File: src/rtl/data_mem_responder.sv
// Multi-cycle data-memory responder: accepts one read/write request,
// waits WAIT_CYCLES states, then pulses Ready with read data or an error.
// Ports: CLK, Reset (async, active-high), Req (request level),
//        DAddr/DataIn/nRD/nWR (sampled at acceptance),
//        Ready (one-cycle strobe), Dataout (read data), AddrErr (error).
module data_mem_responder #(
    parameter int ADDR_W      = 7,
    parameter int WAIT_CYCLES = 2
) (
    input  logic        CLK,
    input  logic        Reset,
    input  logic        Req,
    input  logic [31:0] DAddr,
    input  logic [31:0] DataIn,
    input  logic        nRD,
    input  logic        nWR,
    output logic        Ready,
    output logic [31:0] Dataout,
    output logic        AddrErr
);

    localparam logic [3:0] WAIT_INIT = 4'(WAIT_CYCLES);

    typedef enum logic [1:0] {
        S_IDLE,
        S_WAIT,
        S_RESP
    } state_t;

    state_t      state_q;
    state_t      state_d;
    logic [3:0]  cnt_q;
    logic [31:0] addr_q;
    logic [31:0] data_q;
    logic        nrd_q;
    logic        nwr_q;

    logic        ready_d;
    logic [31:0] dout_d;
    logic        err_d;
    logic        mem_we;

    logic [7:0]  mem [2**ADDR_W];

    logic        is_wr;
    logic        is_rd;
    logic        bad_addr;
    logic        do_op;
    logic [ADDR_W-1:0] idx0;
    logic [ADDR_W-1:0] idx1;
    logic [ADDR_W-1:0] idx2;
    logic [ADDR_W-1:0] idx3;
    logic [31:0] rdata;

    // Write wins when both selects are low.
    assign is_wr    = ~nwr_q;
    assign is_rd    = nwr_q & ~nrd_q;
    assign bad_addr = (addr_q[1:0] != 2'b00) || (addr_q[31:ADDR_W] != '0);
    assign do_op    = (state_q == S_WAIT) && (cnt_q == 4'd0);

    // Word is aligned when it is used, so the four byte lanes never wrap.
    assign idx0  = {addr_q[ADDR_W-1:2], 2'd0};
    assign idx1  = {addr_q[ADDR_W-1:2], 2'd1};
    assign idx2  = {addr_q[ADDR_W-1:2], 2'd2};
    assign idx3  = {addr_q[ADDR_W-1:2], 2'd3};
    assign rdata = {mem[idx0], mem[idx1], mem[idx2], mem[idx3]};

    // State, request latches and registered outputs.
    always_ff @(posedge CLK or posedge Reset) begin
        if (Reset) begin
            state_q <= S_IDLE;
            cnt_q   <= 4'd0;
            addr_q  <= 32'd0;
            data_q  <= 32'd0;
            nrd_q   <= 1'b1;
            nwr_q   <= 1'b1;
            Ready   <= 1'b0;
            Dataout <= 32'd0;
            AddrErr <= 1'b0;
        end else begin
            state_q <= state_d;
            Ready   <= ready_d;
            Dataout <= dout_d;
            AddrErr <= err_d;
            if (state_q == S_IDLE && Req) begin
                addr_q <= DAddr;
                data_q <= DataIn;
                nrd_q  <= nRD;
                nwr_q  <= nWR;
                cnt_q  <= WAIT_INIT;
            end else if (state_q == S_WAIT && cnt_q != 4'd0) begin
                cnt_q <= cnt_q - 4'd1;
            end
        end
    end

    always_comb begin
        state_d = state_q;
        unique case (state_q)
            S_IDLE:  if (Req) state_d = S_WAIT;
            S_WAIT:  if (cnt_q == 4'd0) state_d = S_RESP;
            S_RESP:  state_d = S_IDLE;
            default: state_d = S_IDLE;
        endcase
    end

    // Next values of the registered outputs and the RAM write strobe,
    // all produced on the edge that enters RESP.
    always_comb begin
        ready_d = 1'b0;
        dout_d  = 32'd0;
        err_d   = 1'b0;
        mem_we  = 1'b0;
        if (do_op) begin
            ready_d = 1'b1;
            if (is_wr || is_rd) begin
                if (bad_addr) begin
                    err_d = 1'b1;
                end else if (is_wr) begin
                    mem_we = 1'b1;
                end else begin
                    dout_d = rdata;
                end
            end
        end
    end

    // Big-endian byte RAM; contents survive reset.
    always_ff @(posedge CLK) begin
        if (mem_we) begin
            mem[idx0] <= data_q[31:24];
            mem[idx1] <= data_q[23:16];
            mem[idx2] <= data_q[15:8];
            mem[idx3] <= data_q[7:0];
        end
    end

endmodule

File: config.mk
export PLATFORM = sky130hd
export DESIGN_NAME = data_mem_responder
export DESIGN_NICKNAME = d
export VERILOG_FILES = /design/src/rtl/data_mem_responder.sv
export SDC_FILE = /design/constraint.sdc
export NUM_CORES = 1
export LEC_CHECK = 0
export CAP_MARGIN = 20
export CELL_PAD_IN_SITES_DETAIL_PLACEMENT = 0
export CELL_PAD_IN_SITES_GLOBAL_PLACEMENT = 1
export CORE_MARGIN = 2
export CORE_UTILIZATION = 58
export CTS_CLUSTER_DIAMETER = 40
export DETAILED_ROUTE_END_ITERATION = 10
export PLACE_DENSITY = 0.91
export SKIP_LAST_GASP = 1
export SYNTH_ARGS = -nofsm -noshare
export SYNTH_HDL_FRONTEND = slang
export SYNTH_SLANG_ARGS = --single-unit
File: constraint.sdc
create_clock -name CLK -period 8.4 [get_ports CLK]
set_clock_uncertainty 0.05 [all_clocks]
set_input_delay 0.84 -clock CLK [delete_from_list [all_inputs] [get_ports CLK]]
set_output_delay 0.84 -clock CLK [all_outputs]
set_load 0.005 [all_outputs]
==> impl_results.md <==
* Placed insts at 3312
* Largest net degree at the start of global routing at 149
* Starting DRT DRC Count at 2896
* P per Cell Area at 336 nW/um^2
* Outcome: complete, but fails checks
* Post-route antenna net violation count at 0
* Sw power at 4.86 mW
* Clk slew on worst S/H paths at 0.06 ns
* Int Power at 11.8 mW
* Min Tclk post-route at 3.98 ns
* CTS Hold Buffers Added at 0
* Maximum buffer depth of the clock tree at 3
* Final hold violations at 0
* Number of top-level pins at 103
* DR DRC count at 4
* Synth Register Bits at 1130
* Worst skew pair latency at 0.69 ns
* Endpoints failing setup at 0
* Number of global-route vias before repair at 23700
* CTS root buf: clkbuf_16
* CP startpoint: addr_q[3]$_DFFE_PP0P_
* Total chip power at 16.7 mW
* Slew @ Worst Pin at 1.19 ns
* DR WL/cell at 30.7 microns
* Switch share at 29.2%
* RSZ-0062 raised after global routing: false
* Arr. time, crit path at 4.45 ns
* Detailed Route WL at 109000 microns
* Startpoint of the worst hold path: addr_q[9]$_DFFE_PP0P_
* Area Overhead vs Synth at 16.0%
* Relative slew slack at 20.7%
* Mapped Cells at 2307
* Clock sinks at 1130
* Failing checks: DRC
* GRT Util Overall at 28.9%
* First-pass GRT wire length at 157000 microns
* Min-Delay Path Class: flop to flop
* RePlAce Congestion at 0.824
* ANT cells at 0
* Synth unique cells at 40
* Post-route cell area at 49700 sq um
* CP Launch Type: flop
* Die Wd at 276 microns
* CP max FO at 61
* Final Net Count at 2545
* TritonRoute pass-1 iters at 10
* Yosys top cell area share at 71.7%
* Filler Cell Count at 4423
* Yosys warnings at 0
* Synthesized area at 42900 sq um
* Die Span Y at 276 microns
* Leak at 17.3 nW
* Setup tns final at 0 ns
* Max-cap violations at 0
* Top cells by area, synth: edfxtp_1 (72%), mux2i_1 (12%), dfrtp_1 (6.1%), o22ai_1 (3.7%), mux2_2 (1.7%)
* Initial antenna violation count at 1
* Part of the cycle the worst path needs at 47.4%
* Seq pwr share at 47.5%
* Multi-input gate area at 9070 sq um
* CTS-repair resized insts at 0
* Clock power share at 33.2%
* Congestion Overflow GR at 0
* WP data required at 8.87 ns
* TritonCTS clock tree: built
* # rows at 99
* Max-slew violation count at 0
* Starting density of the core at 58.7%
* Layout cells sized above 1 at 16.9%
* WHS at 0.467 ns
* Post-CTS Repair Setup Buffers at 0
* Critical path class: flop to flop
* Part of the Yosys area used for sequential elements at 77.9%
* Leading area contributor after synthesis: edfxtp_1
* Routed vias at 23600
* CTS Buf Count at 117
* VDD IR max at 0.000296 V
* Total die area at 76100 sq um
* Core area at 73100 sq um
* Sequential cell area at 33400 sq um
* Achievable Freq at 0.251 GHz
* H-tree lvl count at 3
* Port bufs at 102
* CP endpoint kind: flop
* Final std cells w/o fill at 3536
* Launch point of the worst reg-to-reg path: addr_q[3]$_DFFE_PP0P_
* DR vias/cell at 6.66
* Syn Area/Cell at 18.6 sq um
* Comb pwr share at 19.3%
* Placement Cell Area at 45400 sq um
* Post-Synthesis Net Count at 2378
* DPL Wire Length at 57300 microns
## layout make-up
cell class,instances,area share (%)
flip-flops and latches,1130,67.2
clock inverters,74,1.98
well taps,959,2.41
clock buffers,148,6.50
repair buffers,195,3.60
inverters,5,0.0428
multi-input cells,1025,18.2
## layout by cell type, fill, tap and decap left out, types with 18 or more instances in the layout
cell type        synthesis  layout
edfxtp_1              1024    1024
mux2i_1                512     512
o22ai_1                256     256
clkbuf_16                0     122
dfrtp_1                104     103
clkdlybuf4s50_1          0     102
buf_4                    1      88
nor4_1                 102      70
mux2_2                  66      66
a21oi_2                 30      30
nor4_2                   0      30
bufinv_16                0      20
clkbuf_1               111      18
## worst paths after layout
check                                         end  cells past startpoint  slack, ns
max in group asynchronous   addr_q[3]$_DFFE_PP0P_                      3       6.12
setup reg to reg            Dataout[20]$_DFF_PP0_                      6       4.42
min in group asynchronous  data_q[26]$_DFFE_PP0P_                      2       0.60
setup / recovery            Dataout[20]$_DFF_PP0_                      6       4.42
hold / removal              addr_q[9]$_DFFE_PP0P_                      1       0.47
hold reg to reg             addr_q[9]$_DFFE_PP0P_                      1       0.47
## power by group through the flow
stage | logic, mW | registers (mW) | clock network [mW]
2_1_floorplan | 2.38 | 7.63 | 0
3_3_place_gp | 2.97 | 7.99 | 0
3_5_place_dp | 3.06 | 8.08 | 0
4_1_cts | 3.09 | 7.96 | 5.55
5_1_grt | 3.36 | 8.02 | 5.79
6_report | 3.22 | 7.92 | 5.53
## routing by layer
layer  part of all wire, %  global-route usage (%)  up-vias  wire length (microns)
met2                    47                    45.8     1569                  51300
met5                0.0064                       0        -                      7
met4                   3.9                    10.2        2                   4290
met3                    12                    6.46      308                  13400
met1                    37                    39.9    12000                  39700
li1                      -                       -     9710                      -
## registers in the layout, summed over array words and instances, names as in the netlist
name,count
Dataout,32
addr_q,32
nrd_q,1
mem,1024
AddrErr,1
state_q,2
nwr_q,1
Ready,1
data_q,32
cnt_q,4
## metrics by stage
step	setup WS, ns	utilization [%]
after floorplan	3.25	-
after global routing	4.29	68.0
after detailed placement	4.49	62.2
after CTS	4.48	67.9
final	4.42	68.0
after global placement	4.53	62.2
## synth_stat cells, drive strengths merged
master	count
a211o	1
inv	5
clkbuf	111
mux2i	512
edfxtp	1024
o22ai	256
ha	2
or4	2
nand3b	4
nand4bb	6
nor3b	1
buf	36
or2	1
nor3	2
or3b	4
nand3	4
dfrtp	104
xnor2	1
and2b	1
dfstp	2
or3	2
and3	1
nor2	6
nand4	2
nand4b	4
or4b	4
nor4	102
xor2	2
a21oi	32
mux2	66
nand2b	3
nand2	4
## cell families after synthesis
family | after synthesis | synth area share (%)
flops | 1130 | 77.9
mux | 578 | 13.7
compound gates | 289 | 4.39
simple gates | 153 | 2.36
buf+inv | 152 | 1.50
xor+xnor | 3 | 0.0613
fa+ha+maj | 2 | 0.0584
## worst max-delay path: stages, from the launching register on
cell     delay, ns
dfrtp_4       0.79
buf_4         0.71
buf_4         0.92
mux2i_1       0.33
o22ai_1       0.15
nor4_1        0.55
a21oi_2       0.14
Power figures use the tool's default switching activity.
